## src/rtl/shiftleft_iterative_pkg.sv

```systemverilog
// Shared constants and FSM encoding for the
// iterative logical left shifter.
package shiftleft_iterative_pkg;

  localparam int DEF_WIDTH   = 32;
  localparam int DEF_SHAMT_W = $clog2(DEF_WIDTH);

  typedef enum logic [1:0] {
    IDLE  = 2'd0,
    SHIFT = 2'd1,
    DONE  = 2'd2
  } sl_state_t;

endpackage

```

## src/rtl/shiftleft_stage.sv

```systemverilog
// One binary-weighted left-shift stage with a
// spill flag for the bits pushed past the MSB.
module shiftleft_stage
  import shiftleft_iterative_pkg::*;
#(
  parameter int WIDTH   = DEF_WIDTH,
  parameter int SHAMT_W = DEF_SHAMT_W
) (
  input  logic [WIDTH-1:0]   operand,
  input  logic [SHAMT_W-1:0] amount,
  input  logic               enable,
  output logic [WIDTH-1:0]   shifted,
  output logic               spill
);

  logic [WIDTH-1:0] top_mask;

  // top_mask selects the bits that leave the word
  assign top_mask = ~({WIDTH{1'b1}} >> amount);

  always_comb begin
    shifted = operand;
    spill   = 1'b0;
    if (enable) begin
      shifted = operand << amount;
      spill   = |(operand & top_mask);
    end
  end

endmodule

```

## src/rtl/shiftleft_iterative.sv

```systemverilog
// Multi-cycle logical left shifter: one weighted
// stage per clock, fixed latency of SHAMT_W clocks.
module shiftleft_iterative
  import shiftleft_iterative_pkg::*;
#(
  parameter int WIDTH   = DEF_WIDTH,
  parameter int SHAMT_W = $clog2(WIDTH)
) (
  input  logic               clock,
  input  logic               reset,
  input  logic               ctrl_shift,
  input  logic [WIDTH-1:0]   data_operand,
  input  logic [SHAMT_W-1:0] shift_amount,
  output logic [WIDTH-1:0]   data_result,
  output logic               data_resultRDY,
  output logic               data_overflow,
  output logic               busy
);

  localparam logic [SHAMT_W-1:0] MSB_AMT =
    SHAMT_W'(1) << (SHAMT_W - 1);
  localparam logic [SHAMT_W-1:0] LAST_K =
    SHAMT_W'(SHAMT_W - 1);

  sl_state_t          state;
  logic [WIDTH-1:0]   work;
  logic [SHAMT_W-1:0] cnt;
  logic [SHAMT_W-1:0] k;
  logic               acc;

  logic [SHAMT_W-1:0] stg_amt;
  logic [WIDTH-1:0]   stg_out;
  logic               stg_spill;

  // stage k applies the weight 2^(SHAMT_W-1-k);
  // cnt is shifted up so its MSB is always the live bit
  assign stg_amt = MSB_AMT >> k;

  shiftleft_stage #(
    .WIDTH   (WIDTH),
    .SHAMT_W (SHAMT_W)
  ) u_stage (
    .operand (work),
    .amount  (stg_amt),
    .enable  (cnt[SHAMT_W-1]),
    .shifted (stg_out),
    .spill   (stg_spill)
  );

  always_ff @(posedge clock or posedge reset) begin
    if (reset) begin
      state          <= IDLE;
      work           <= '0;
      cnt            <= '0;
      k              <= '0;
      acc            <= 1'b0;
      data_result    <= '0;
      data_overflow  <= 1'b0;
      data_resultRDY <= 1'b0;
      busy           <= 1'b0;
    end else begin
      data_resultRDY <= 1'b0;
      unique case (state)
        IDLE, DONE: begin
          if (ctrl_shift) begin
            work  <= data_operand;
            cnt   <= shift_amount;
            acc   <= 1'b0;
            k     <= '0;
            busy  <= 1'b1;
            state <= SHIFT;
          end else begin
            state <= IDLE;
          end
        end
        SHIFT: begin
          work <= stg_out;
          cnt  <= cnt << 1;
          acc  <= acc | stg_spill;
          k    <= k + SHAMT_W'(1);
          if (k == LAST_K) begin
            data_result    <= stg_out;
            data_overflow  <= acc | stg_spill;
            data_resultRDY <= 1'b1;
            busy           <= 1'b0;
            state          <= DONE;
          end
        end
        default: state <= IDLE;
      endcase
    end
  end

endmodule

```

## config.mk

```make
export PLATFORM = sky130hd
export DESIGN_NAME = shiftleft_iterative
export DESIGN_NICKNAME = d
export VERILOG_FILES = /design/src/rtl/shiftleft_iterative_pkg.sv /design/src/rtl/shiftleft_stage.sv /design/src/rtl/shiftleft_iterative.sv
export SDC_FILE = /design/constraint.sdc
export NUM_CORES = 1
export LEC_CHECK = 0
export CAP_MARGIN = 20
export CORE_UTILIZATION = 50
export DETAILED_ROUTE_END_ITERATION = 8
export PLACE_DENSITY = 0.74
export SLEW_MARGIN = 5
export SYNTH_ARGS = -nofsm -noshare
export SYNTH_HDL_FRONTEND = slang
export SYNTH_SLANG_ARGS = --single-unit
```

## constraint.sdc

```tcl
create_clock -name clock -period 2.7 [get_ports clock]
set_input_delay 0.27 -clock clock [delete_from_list [all_inputs] [get_ports clock]]
set_output_delay 0.27 -clock clock [all_outputs]
set_load 0.02 [all_outputs]
```

==> qor.yml, run 1 <==
setup_path:
  rr_worst_depth: 6
  cp_top_family: "compound AO/OA/AOI/OAI gates"
  cp.arrival_ns: 2.81
  cp.buffers_inverters: 0
  reg2reg_to: "data_result[21]"
  end_kind: "flop"
  cp_data_required_time_ns: 2.96
  crit_chain: "and2_1, nand2_1, a211oi_1, nor2_1, a2111oi_0, o21ai_1"
  max_stage_delay_ns: 0.74
  rr_startpoint: "k[1]"
  rrSetupSlack_ns: 0.15
  crit_fanout: 17
  startpoint_type: "flop"
  critical_path_class: "reg2reg"
  crit_slowest_cell: "dfrtp_1"
layout:
  final_core_util: 0.662
  diodes: 0
  final_common_cell: "dfrtp_1"
  n_fill_cell: 867
  final_cell_mix: "dfrtp_1, nand2_1, o21ai_0, clkdlybuf4s50_1, buf_4"
  nets: 753
  area_growth_pct: 26.5
  drive_above_1_share: 0.142
yosys:
  syn_area_per_cell_sq_um: 8.29
  ys_warn_count: 0
  synth_nets: 664
  netlist_instances: 622
  synthFlopType: "dfrtp_1"
  synthArstFlopShare: 1.00
  synth-edff-count: 0
  yosys_register_bits: 80
  synth_top_area_cell: "dfrtp_1"
  synth_top_area_frac: 0.388
  synth_cell_types: 75
  yosys-top-cells-area: "dfrtp_1, o21ai_0, nand2_1"
  seq_area_frac_synth: 0.388
  syn_area_sq_mm: 0.00516
placed_design:
  dp_hpwl_um: 14800
  port_buffers: 74
  gp_congestion: 1.03
clocking:
  cts_sinks: 80
  cts.reportedPaths.clkPinSlew_ns: 0.10
  clock_path_buffers: 2
  worstSkewPairLatency_ns: 0.38
  cts_tree: "done"
  h-tree-depth: 3
  cts-buffers-inserted: 9
  cts_root_buf: "clkbuf_8"
timing:
  clock.fmax_ghz: 0.392
  setup_viol: 0
  drv_slew: 0
  worst_pin_slew_ns: 0.765
  rsz0062_at_grt: "false"
  fin_crit_sh: 0.944
  fin_tns_setup_ns: 0
  finalCriticalPeriod_ns: 2.55
  max_slew_margin: 0.490
  clock-skew-final_ns: 0.0150
  hold_viol: 0
routing:
  dr.pass1.iters: 5
  viasPerCell: 6.75
  vias: 5727
  wl_per_cell_um: 24.2
  routed_wl_um: 20500
  first_iter_violations: 650
  drc: 0
  final_antenna_net_count: 0
floorplanning:
  initial_core_util: 0.523
  num_rows: 36
  coreArea_sq_mm: 0.00986
  io_pins: 75
  die_w_um: 104
  die_area_sq_mm: 0.0107
  die_h_um: 104
pwr:
  ir_drop_uv: 718
  p_per_area_mw_per_mm2: 1500
  static-leakage-power_nw: 2.80
global_route:
  top_usage_layer: "met2"
  grt_max_degree: 49
  met1_usage: 0.532
  grt.overflow.total: 0
  antenna_found_initial: 0
  grt_use_met2: 0.604
  grt_use_total: 0.393
  grt_pass1_vias: 5538
  grt_util_met3: 0.0768
  grt_pass1_wl_um: 32200
run_status:
  status: "finished clean"
job:
  drv_cap: 0
min_path:
  hold_path.class: "in2async"
[cells in the mapped netlist, types with 5 or more instances]
| cell | number |
|---|---|
| a31oi_1 | 9 |
| o31ai_1 | 6 |
| and3_1 | 11 |
| buf_2 | 11 |
| a221oi_1 | 7 |
| a22o_1 | 9 |
| a21oi_1 | 53 |
| a22oi_1 | 23 |
| nor2_1 | 48 |
| o22ai_1 | 5 |
| buf_1 | 5 |
| a21o_1 | 5 |
| nor3_1 | 16 |
| nand3_1 | 17 |
| a211oi_1 | 9 |
| a32oi_1 | 5 |
| mux2i_1 | 14 |
| dfrtp_1 | 80 |
| clkbuf_1 | 34 |
| o21ai_1 | 7 |
| inv_1 | 9 |
| nor2b_1 | 5 |
| o21ai_0 | 74 |
| nand2_1 | 76 |
[stage by stage]
step                      worst slack [ns]  area, sq um  power [W]  hold WS [ns]  std cells
after CTS                           0.0877         6470    0.00955         0.323        842
after global placement              0.0855         6240    0.00848         0.454        825
after detailed placement            0.0997         6250    0.00857         0.464        826
after floorplan                      0.378         5160    0.00599         0.387        622
final                                0.150         6530    0.00980         0.293        849
after global routing                0.0151         6530     0.0103         0.360        849
[flip-flops by register name, indices dropped and copies added, names as in the netlist]
register,count
data_result,32
busy,1
data_overflow,1
state,2
cnt,5
acc,1
data_resultRDY,1
work,32
k,5
[layout make-up]
type	instances	area, sq um	share of cell area
Inverter	9	35.0	0.00537
Clock buffer	11	151	0.0232
Clock inverter	5	63.8	0.00978
Timing Repair Buffer	134	1230	0.189
Sequential cell	80	2000	0.307
Tap cell	133	166	0.0255
Multi-Input combinational cell	477	2880	0.441
[repair_timing]
item / 4_1_cts / 5_1_grt
hold buffers: 0 / 0
setup buffers: 0 / 7
endpoints found under the setup margin: 0 / 7
gates resized for setup: 0 / 1
[how the worst max path moves through the flow]
stage               slack (ns)               to   from  cells past startpoint
floorplan                 0.38              acc  reset                      1
global placement          0.09         work[13]   k[2]                      6
detailed placement         0.1         work[13]   k[2]                      6
CTS                       0.09         work[13]   k[2]                      6
global route              0.02  data_result[21]   k[2]                      6
finish                    0.15  data_result[21]   k[1]                      6
[cells by family after synthesis]
| kind of cell | after synthesis | synth area share |
|---|---|---|
| AND/OR/NAND/NOR | 203 | 0.192 |
| flip-flops | 80 | 0.388 |
| AO/OA/AOI/OAI | 255 | 0.323 |
| multiplexers | 17 | 0.0344 |
| adder cells (fa/ha/maj) | 2 | 0.00485 |
| buffers and inverters | 65 | 0.0572 |
[power breakdown]
part           leakage [nW]  total, W  internal, W  switching [W]
Sequential            0.983   0.00263      0.00176       0.000870
Combinational          1.71   0.00619      0.00249        0.00370
Clock                 0.106  0.000977     0.000484       0.000493
Total                  2.80   0.00980      0.00473        0.00506
[layer usage]
metal	vias up	share of wire
li1	2499	-
met1	2758	0.40
met2	402	0.45
met3	68	0.11
met4	0	0.037
met5	-	0
Power figures use the tool's default switching activity.
==> run 2, diff against run 1 <==
--- a/config.mk
+++ b/config.mk
@@ -7,8 +7,11 @@
 export LEC_CHECK = 0
 export CAP_MARGIN = 20
 export CORE_UTILIZATION = 50
+export CTS_CLUSTER_DIAMETER = 200
 export DETAILED_ROUTE_END_ITERATION = 8
+export MAX_ROUTING_LAYER = met4
 export PLACE_DENSITY = 0.74
+export SETUP_SLACK_MARGIN = 0.5
 export SLEW_MARGIN = 5
 export SYNTH_ARGS = -nofsm -noshare
 export SYNTH_HDL_FRONTEND = slang
==> qor.yml, run 2 (synthesis gave the netlist of run 1 again) <==
pwr:
  swShare: 0.525  # +0.00853
  ir_drop_uv: 777  # +8.2%
  static-leakage-power_nw: 2.82  # +0.73%
  combinationalPowerShare: 0.644  # +0.012
  clock_power_share: 0.093  # -0.007
  power.share.sequential: 0.263  # -0.006
  p_switching_w: 0.00535  # +5.6%
  p_per_area_mw_per_mm2: 1530  # +1.6%
  p_int_w: 0.00483  # +2.0%
setup_path:
  end_kind: "flop"
  cp.arrival_ns: 2.45  # -0.36 ns
  rr_startpoint: "k[1]"
  crit_fanout: 11  # -6
  startpoint: "k[1]"
  startpoint_type: "flop"
  cp_data_required_time_ns: 2.95  # about the same
  critical_path_class: "reg2reg"
floorplanning:
  io_pins: 75  # unchanged
  die_w_um: 104  # unchanged
  coreArea_sq_mm: 0.00986  # unchanged
  die_area_sq_mm: 0.0107  # unchanged
  die_h_um: 104  # unchanged
  initial_core_util: 0.523  # unchanged
  num_rows: 36  # unchanged
global_route:
  grt_pass1_vias: 5717  # +3.2%
  grt_use_total: 0.428  # +0.0348
  grt_pass1_wl_um: 33700  # +4.9%
  grt.overflow.total: 0  # unchanged
  grt_max_degree: 81  # +65%
  antenna_found_initial: 0  # unchanged
timing:
  fin_crit_sh: 0.814  # -0.130
  setup_viol: 0  # unchanged
  max_slew_margin: 0.545  # +0.0555
  holdWs_ns: 0.361  # +0.0676 ns
  drv_slew: 0  # unchanged
  finalCriticalPeriod_ns: 2.20  # -0.352 ns
  clock-skew-final_ns: 0.0126  # -0.00248 ns
  hold_viol: 0  # unchanged
  fin_tns_setup_ns: 0  # unchanged
  rsz0062_at_grt: "true"
  clock.fmax_ghz: 0.455  # +16%
  worst_pin_slew_ns: 0.679  # -0.0858 ns
clocking:
  cts-buffers-inserted: 9  # unchanged
  clock_path_buffers: 2  # unchanged
  cts_sinks: 80  # unchanged
  worstSkewPairLatency_ns: 0.37  # about the same
  cts.reportedPaths.clkPinSlew_ns: 0.09  # about the same
  cts_root_buf: "clkbuf_8"
  cts_tree: "done"
  h-tree-depth: 3  # unchanged
placed_design:
  dp_hpwl_um: 14900  # +0.20%
  port_buffers: 74  # unchanged
  gp_congestion: 1.00  # -2.2%
  dpl-instance-area_sq_mm: 0.00621  # -0.70%
  dp.cells: 822  # -0.48%
layout:
  nets: 755  # +0.27%
  final_cell_area_sq_mm: 0.00667  # +2.2%
  area_growth_pct: 29.3
  reg_top3: "data_result: 32 flops, work: 32 flops"
  n_fill_cell: 819  # -5.5%
  final_cell_mix: "dfrtp_1, nand2_1, clkdlybuf4s50_1"
  final_core_util: 0.676  # +0.0143
  drive_above_1_share: 0.178  # +0.0358
  diodes: 0  # unchanged
  final_common_cell: "dfrtp_1"
  finalNonFillerCells: 851  # +0.24%
routing:
  wl_per_cell_um: 25.9  # +7.1%
  final_antenna_net_count: 0  # unchanged
  vias: 5886  # +2.8%
  first_iter_violations: 748  # +15%
  drc: 0  # unchanged
  routed_wl_um: 22000  # +7.3%
  dr.pass1.iters: 8  # +3
  viasPerCell: 6.92  # +2.5%
run_status:
  status: "finished clean"
min_path:
  hold_path.class: "in2async"
job:
  drv_cap: 0  # unchanged
==> run 2: metal layers <==
metal  GRT usage  part of all wire
met5           -                 0
met4       0.241             0.062
met3      0.0831              0.12
met2       0.640              0.44
met1       0.544              0.37
==> run 2: power groups by stage <==
stage	registers (W)	clock network (W)	logic, W
after floorplan	0.00248	0	0.00351
after global placement	0.00260	0	0.00587
after detailed placement	0.00262	0	0.00591
after CTS	0.00261	0.000950	0.00609
after global routing	0.00270	0.00100	0.00694
final	0.00268	0.000948	0.00655
==> run 2: metrics by stage <==
stage | setup WS (ns) | total power [W]
after detailed placement | 0.301 | 0.00853
after floorplan | 0.599 | 0.00599
after CTS | 0.481 | 0.00965
final | 0.501 | 0.0102
after global placement | 0.252 | 0.00846
after global routing | 0.422 | 0.0106
==> run 2: worst max-delay path, stage by stage (launching register included) <==
cell and delay [ns]:
dfrtp_2 0.51, buf_4 0.22, and3b_1 0.24, a21oi_1 0.22, a2bb2oi_2 0.22, buf_4 0.16
nand2b_1 0.12, nand2_1 0.07, a221o_1 0.32
==> run 2: cell type report <==
class,count,area [sq um],share of cell area
clock buffer,9,124,0.0186
timing repair buffer,134,1240,0.187
clock inverter,7,77.6,0.0116
tap,133,166,0.0250
sequential,80,2010,0.301
multi-input combinational,479,3010,0.451
inverter,9,37.5,0.00563
==> run 2: worst paths after layout <==
kind | endpoint | slack (ns) | depth (start not counted)
max | work[26] | 0.50 | 8
min | data_result[29] | 0.36 | 3
max reg2reg | work[26] | 0.50 | 8
min reg2reg | busy | 0.49 | 2
max in group asynchronous | k[3] | 1.96 | 3
min in group clock | work[17] | 0.44 | 3
==> run 2: what timing repair did <==
item	CTS	global route
pin swaps	2	1
buffers inserted	6	5
resized for setup	13	24
hold buffers	0	0
cloned	1	1
endpoints found under the setup margin	52	45
